File: src/rtl/charbuf_reg_ctrl_pkg.sv
// Shared register map and fill-sequencer state encoding for the char_buf
// register block on the clk side of the FSMC slave.
package charbuf_reg_ctrl_pkg;

    // Bus register addresses
    localparam int unsigned REG_ADR      = 0;
    localparam int unsigned REG_STATUS   = 1;
    localparam int unsigned REG_DATA     = 2;
    localparam int unsigned REG_DATA_INC = 3;
    localparam int unsigned REG_FILL     = 4;

    // Fill sequencer states
    typedef enum logic {
        ST_IDLE = 1'b0,
        ST_FILL = 1'b1
    } fill_state_t;

endpackage

File: src/rtl/charbuf_reg_ctrl_fill_seq.sv
// Hardware fill (clear-screen) sequencer: once started, it presents one
// char_buf write per cycle for addresses 0..FILL_COUNT-1 with a fixed character.
//
//   state   | meaning
//   --------+---------------------------------------------------------
//   ST_IDLE | no fill running; waits for start
//   ST_FILL | presenting write fill_cnt; leaves after FILL_COUNT-1
//
// we/adr/data are the write of the current cycle; the parent registers them
// onto cb_*, so the port write lands one edge later.
module charbuf_reg_ctrl_fill_seq
    import charbuf_reg_ctrl_pkg::*;
#(
    parameter int CB_AW      = 14,
    parameter int FILL_COUNT = 16384
) (
    input  logic             clk,
    input  logic             nrst,
    input  logic             start,
    input  logic [7:0]       fill_ch_in,
    output logic             busy,
    output logic             we,
    output logic [CB_AW-1:0] adr,
    output logic [7:0]       data
);

    localparam logic [CB_AW-1:0] LAST_CNT = CB_AW'(FILL_COUNT - 1);

    fill_state_t      state;
    logic [CB_AW-1:0] fill_cnt;
    logic [7:0]       fill_ch;

    // Fill FSM, address counter and registered busy flag
    always_ff @(posedge clk) begin
        if (!nrst) begin
            state    <= ST_IDLE;
            busy     <= 1'b0;
            fill_cnt <= '0;
            fill_ch  <= '0;
        end else begin
            case (state)
                ST_IDLE: begin
                    if (start) begin
                        fill_ch  <= fill_ch_in;
                        fill_cnt <= '0;
                        state    <= ST_FILL;
                        busy     <= 1'b1;
                    end
                end
                ST_FILL: begin
                    fill_cnt <= fill_cnt + CB_AW'(1);
                    if (fill_cnt == LAST_CNT) begin
                        state <= ST_IDLE;
                        busy  <= 1'b0;
                    end
                end
                default: begin
                    state <= ST_IDLE;
                    busy  <= 1'b0;
                end
            endcase
        end
    end

    assign we   = (state == ST_FILL);
    assign adr  = fill_cnt;
    assign data = fill_ch;

endmodule

File: src/rtl/charbuf_reg_ctrl.sv
// Register block between the FSMC bus slave and the char_buf write port:
// cursor register with auto-increment, single-character writes, hardware
// fill, and the ADR/STATUS read path.
module charbuf_reg_ctrl
    import charbuf_reg_ctrl_pkg::*;
#(
    parameter int AW         = 8,
    parameter int DW         = 16,
    parameter int CB_AW      = 14,
    parameter int FILL_COUNT = 16384
) (
    input  logic             clk,
    input  logic             nrst,
    input  logic             do_write,
    input  logic [AW-1:0]    w_adr,
    input  logic [DW-1:0]    w_data,
    input  logic             do_read,
    input  logic [AW-1:0]    r_adr,
    output logic [DW-1:0]    read_data,
    output logic             cb_we,
    output logic [CB_AW-1:0] cb_adr,
    output logic [7:0]       cb_data,
    output logic             busy
);

    logic [DW-1:0]    chadr;
    logic             drop;

    logic             seq_busy;
    logic             seq_we;
    logic [CB_AW-1:0] seq_adr;
    logic [7:0]       seq_data;

    logic hit_adr, hit_data, hit_data_inc, hit_fill, hit_port, status_rd;

    assign hit_adr      = do_write && (w_adr == AW'(REG_ADR));
    assign hit_data     = do_write && (w_adr == AW'(REG_DATA));
    assign hit_data_inc = do_write && (w_adr == AW'(REG_DATA_INC));
    assign hit_fill     = do_write && (w_adr == AW'(REG_FILL));
    // Writes that touch the char_buf port; refused while a fill owns it
    assign hit_port     = hit_data || hit_data_inc || hit_fill;
    assign status_rd    = do_read && (r_adr == AW'(REG_STATUS));

    charbuf_reg_ctrl_fill_seq #(
        .CB_AW      (CB_AW),
        .FILL_COUNT (FILL_COUNT)
    ) u_fill_seq (
        .clk        (clk),
        .nrst       (nrst),
        .start      (hit_fill && !seq_busy),
        .fill_ch_in (w_data[7:0]),
        .busy       (seq_busy),
        .we         (seq_we),
        .adr        (seq_adr),
        .data       (seq_data)
    );

    assign busy = seq_busy;

    // char_buf write port: fill sequencer has priority, else accepted DATA writes
    always_ff @(posedge clk) begin
        if (!nrst) begin
            cb_we   <= 1'b0;
            cb_adr  <= '0;
            cb_data <= '0;
        end else begin
            cb_we <= 1'b0;
            if (seq_we) begin
                cb_we   <= 1'b1;
                cb_adr  <= seq_adr;
                cb_data <= seq_data;
            end else if (!seq_busy && (hit_data || hit_data_inc)) begin
                cb_we   <= 1'b1;
                cb_adr  <= chadr[CB_AW-1:0];
                cb_data <= w_data[7:0];
            end
        end
    end

    // Cursor register: ADR load always accepted, auto-increment only outside a fill
    always_ff @(posedge clk) begin
        if (!nrst) begin
            chadr <= '0;
        end else if (hit_adr) begin
            chadr <= w_data;
        end else if (hit_data_inc && !seq_busy) begin
            chadr <= chadr + DW'(1);
        end
    end

    // Sticky drop flag: set by refused port writes, cleared by a STATUS read (set wins)
    always_ff @(posedge clk) begin
        if (!nrst) begin
            drop <= 1'b0;
        end else if (seq_busy && hit_port) begin
            drop <= 1'b1;
        end else if (status_rd) begin
            drop <= 1'b0;
        end
    end

    // Combinational read mux; the bus slave samples it in the do_read cycle
    always_comb begin
        read_data = '0;
        case (r_adr)
            AW'(REG_ADR):    read_data = chadr;
            AW'(REG_STATUS): read_data = {{(DW-2){1'b0}}, drop, seq_busy};
            default:         read_data = '0;
        endcase
    end

endmodule

File: config.mk
export PLATFORM = sky130hd
export DESIGN_NAME = charbuf_reg_ctrl
export DESIGN_NICKNAME = d
export VERILOG_FILES = /design/src/rtl/charbuf_reg_ctrl_pkg.sv /design/src/rtl/charbuf_reg_ctrl_fill_seq.sv /design/src/rtl/charbuf_reg_ctrl.sv
export SDC_FILE = /design/constraint.sdc
export NUM_CORES = 1
export LEC_CHECK = 0
export ABC_AREA = 1
export CAP_MARGIN = 20
export CORE_ASPECT_RATIO = 0.75
export CORE_MARGIN = 5
export CORE_UTILIZATION = 40
export DETAILED_ROUTE_END_ITERATION = 8
export PLACE_DENSITY = 0.65
export SLEW_MARGIN = 0
export SYNTH_ARGS = -nofsm -noshare
export SYNTH_HDL_FRONTEND = slang
export SYNTH_SLANG_ARGS = --single-unit
File: constraint.sdc
create_clock -name clk -period 1.6 [get_ports clk]
set_input_delay 0.32 -clock clk [delete_from_list [all_inputs] [get_ports clk]]
set_output_delay 0.32 -clock clk [all_outputs]
set_load 0.03 [all_outputs]
==> summary.txt <==
Synthesis-to-layout area growth = 43.52%
Die ar. = 0.01102 mm2
Dpl cell area = 0.004606 mm2
FF+latch count, synth = 64
Largest net degree at the start of global routing = 29
Share of cells above drive strength 1 = 17.76%
Pwr/cell area = 763.1 mW/mm2
RSZ-0062 raised after global routing = true
Required @ worst endpoint = 1.28 ns
Num CTS Buffers = 9
First-pass GRT wire length = 18,610 um
Startpoint Class = input port
Crit path buf inv count = 3
DR iter-0 viols = 355
Max Freq = 637.1 MHz
Area share of the largest cell type after synthesis = 35.57%
Nets = 720
Clock insertion delay at the later pin of the skew report = 0.34 ns
Crit path cell chain = buf_8 > nor3_4 > nand3_4 > buf_8 > nor2_4 > buf_6
Worst R2R Setup Slack = 0.14 ns
Antenna violations before repair = 0
Hold Violations, Final = 0
Post-CTS Setup Bufs = 0
Setup TNS = 0 ns
Slew HR = 77.99%
CP endpoint kind = output pin
Initial Utilization = 40.32%
Mapped Area = 0.003602 mm2
# Max-Cap Violations = 0
Placer Congestion = 0.8958
Hold EP = drop
Met2 routed WL = 4998 um
Top cell type by total area after synthesis = dfxtp_1
Via count = 4,096
Design area = 0.005170 mm2
Tot Pwr = 0.003945 W
Die width = 119.6 um
DP Cell Count = 780
Final cell count without fillers = 799
Clk sinks = 64
Crit path largest cell delay = 0.23 ns
Post-synth cell types = 32
Yosys warns = 0
Slew at the pin closest to its max-slew limit = 0.3314 ns
DRT Pass-1 Iters = 6
Crit-path most repeated cell = buf_8
Leak = 2.306 nW
Setup violations, final = 0
Via-per-instance ratio = 5.126
IO buf count = 75
Reg2reg start = chadr[4]
Critical-path top delay cell = nor3_4
DRT met1 WL = 5539 um
R2R depth = 7
DP HPWL = 8354 um
CTS max path bufs = 2
Global route overflow = 0
Worst setup path startpoint = r_adr[1]
Arrival time at the worst endpoint = 1.25 ns
Wire per inst = 14.53 um
Worst-path clk slew = 0.05 ns
Final Cycle Share = 98.10%
Clk root buf = clkbuf_16
Status = completed
Crit-path max FO = 6
CP top delay family = simple AND/OR/NAND/NOR gates
Net count after synthesis = 621
Gate Count Post-Synth = 583
Worst hold path class = in2reg
FF-to-FF End = chadr[10]
Number of global-route vias before repair = 3,730
Die Ht = 92.19 um
Syn avg cell area = 6.179 um2
CTS tree = done
DR top layer = met4
I/O Pins = 76
Rows = 30
Hold wc startpoint = r_adr[1]
Final wirelength = 11,610 um
# DRC = 0
Setup CP Type = in2out
H-tree depth = 3
Overall Global Routing Usage = 20.95%
Max Slew Vio Count = 0
Min cycle time layout = 1.570 ns
Seq/Total Area, Yosys = 35.57%
Hold path depth = 5
# diodes = 0
Clock Skew = 0.003415 ns
Detail Route met3 WL = 954 um
Top cells by area, synth = dfxtp_1 36%, nand2_1 17%, nor2_1 9.5%
Peak VDD IR = 0.6294 mV
Final Core Density = 57.87%
Post-DRT Antenna Nets = 0
Core ar. = 0.008934 mm2
kinds of logic (layout without fill, tap and decap cells):
kind of cell / count (synthesis) / count (layout) / synth area share (%)
compound gates: 85 / 85 / 11.95
xor+xnor: 4 / 4 / 0.9727
fa+ha+maj: 2 / 2 / 0.6946
buf+inv: 92 / 196 / 10.66
flops: 64 / 64 / 35.57
simple gates: 336 / 336 / 40.15
placed cells by master (no fill, tap or decap), types with 2 or more instances in the layout:
cell / instances
a21oi_1: 26
a21oi_2: 4
buf_4: 33
buf_6: 15
buf_8: 4
bufinv_16: 2
clkbuf_1: 3
clkbuf_16: 10
clkbuf_2: 4
clkdlybuf4s50_1: 22
clkinv_1: 8
dfxtp_1: 63
dlygate4sd2_1: 26
dlymetal6s2s_1: 4
inv_1: 52
inv_2: 7
nand2_1: 163
nand2_2: 4
nand3_1: 48
nand3_4: 3
nand3b_1: 7
nand4_1: 8
nor2_1: 75
nor2_2: 7
nor2_4: 13
nor3_4: 2
o21ai_0: 40
o21ai_1: 13
xor2_1: 3
where the power goes:
| part | internal (W) | switching, W | total [W] | leakage [nW] |
|---|---|---|---|---|
| sequential | 0.00160 | 0.00000220 | 0.00160 | 0.516 |
| combinational | 0.000117 | 0.000113 | 0.000230 | 1.64 |
| clock | 0.00140 | 0.000709 | 0.00211 | 0.154 |
| total | 0.00312 | 0.000824 | 0.00395 | 2.31 |
stage by stage:
step | hold slack, ns | worst slack (ns)
3_3_place_gp | 0.4351 | -0.4023
2_1_floorplan | 0.4187 | -0.1796
4_1_cts | 0.4288 | 0.0007673
6_report | 0.3672 | 0.03045
5_1_grt | 0.3833 | -0.03075
3_5_place_dp | 0.4451 | -0.4386
area by class of cell:
class                      count  area (um2)
multi-input combinational    427        2118
clock buffer                  13       250.2
fill                         869        3764
inverter                      69       269.0
tap                          112       140.1
clock inverter                 3       65.06
sequential                    64        1282
timing repair buffer         111        1045
worst reg2reg max path, stage by stage (launching register included):
cell     delay (ns)
dfxtp_1        0.41
nand2_1        0.12
nor2_1         0.26
nand2_1        0.16
o21ai_0        0.17
nand3_1        0.10
nand2_1        0.08
a21oi_1        0.06
cell usage after synthesis (all sizes together):
cell,count
xor2,3
nand3,52
a31oi,1
buf,15
dfxtp,64
nand3b,7
a31o,1
a21oi,30
nand4,8
o21ai,53
nor4,1
or2,1
nand2,169
ha,2
inv,61
clkinv,8
nor3,3
xnor2,1
nor2,95
clkbuf,8
metal layers:
| metal | track usage, % | vias up |
|---|---|---|
| met5 | 0 | - |
| met4 | 5.720 | 0 |
| met3 | 6.104 | 13 |
| met2 | 30.92 | 156 |
| met1 | 29.70 | 1879 |
| li1 | - | 2048 |
timing repair:
item | 4_1_cts | 5_1_grt
setup endpoints to repair | 44 | 68
pin swaps | 7 | 14
hold buffers | 0 | 0
resized for setup | 65 | 71
cloned | 1 | 2
sequential cells by signal (all words and copies together), names as in the netlist:
signal,cells
cb_adr,14
cb_data,8
cb_we,1
chadr,16
drop,1
u_fill_seq.adr,14
u_fill_seq.busy,1
u_fill_seq.data,8
u_fill_seq.we,1
how the worst max path moves through the flow:
stage | endpoint | slack [ns] | cells past startpoint
final | read_data[8] | 0.03 | 6
after global routing | chadr[1] | -0.03 | 11
after CTS | read_data[9] | 0.0008 | 8
after detailed placement | read_data[6] | -0.44 | 6
after global placement | read_data[14] | -0.40 | 6
after floorplan | read_data[0] | -0.18 | 3
Note: power is estimated with default switching activity, not from simulation.
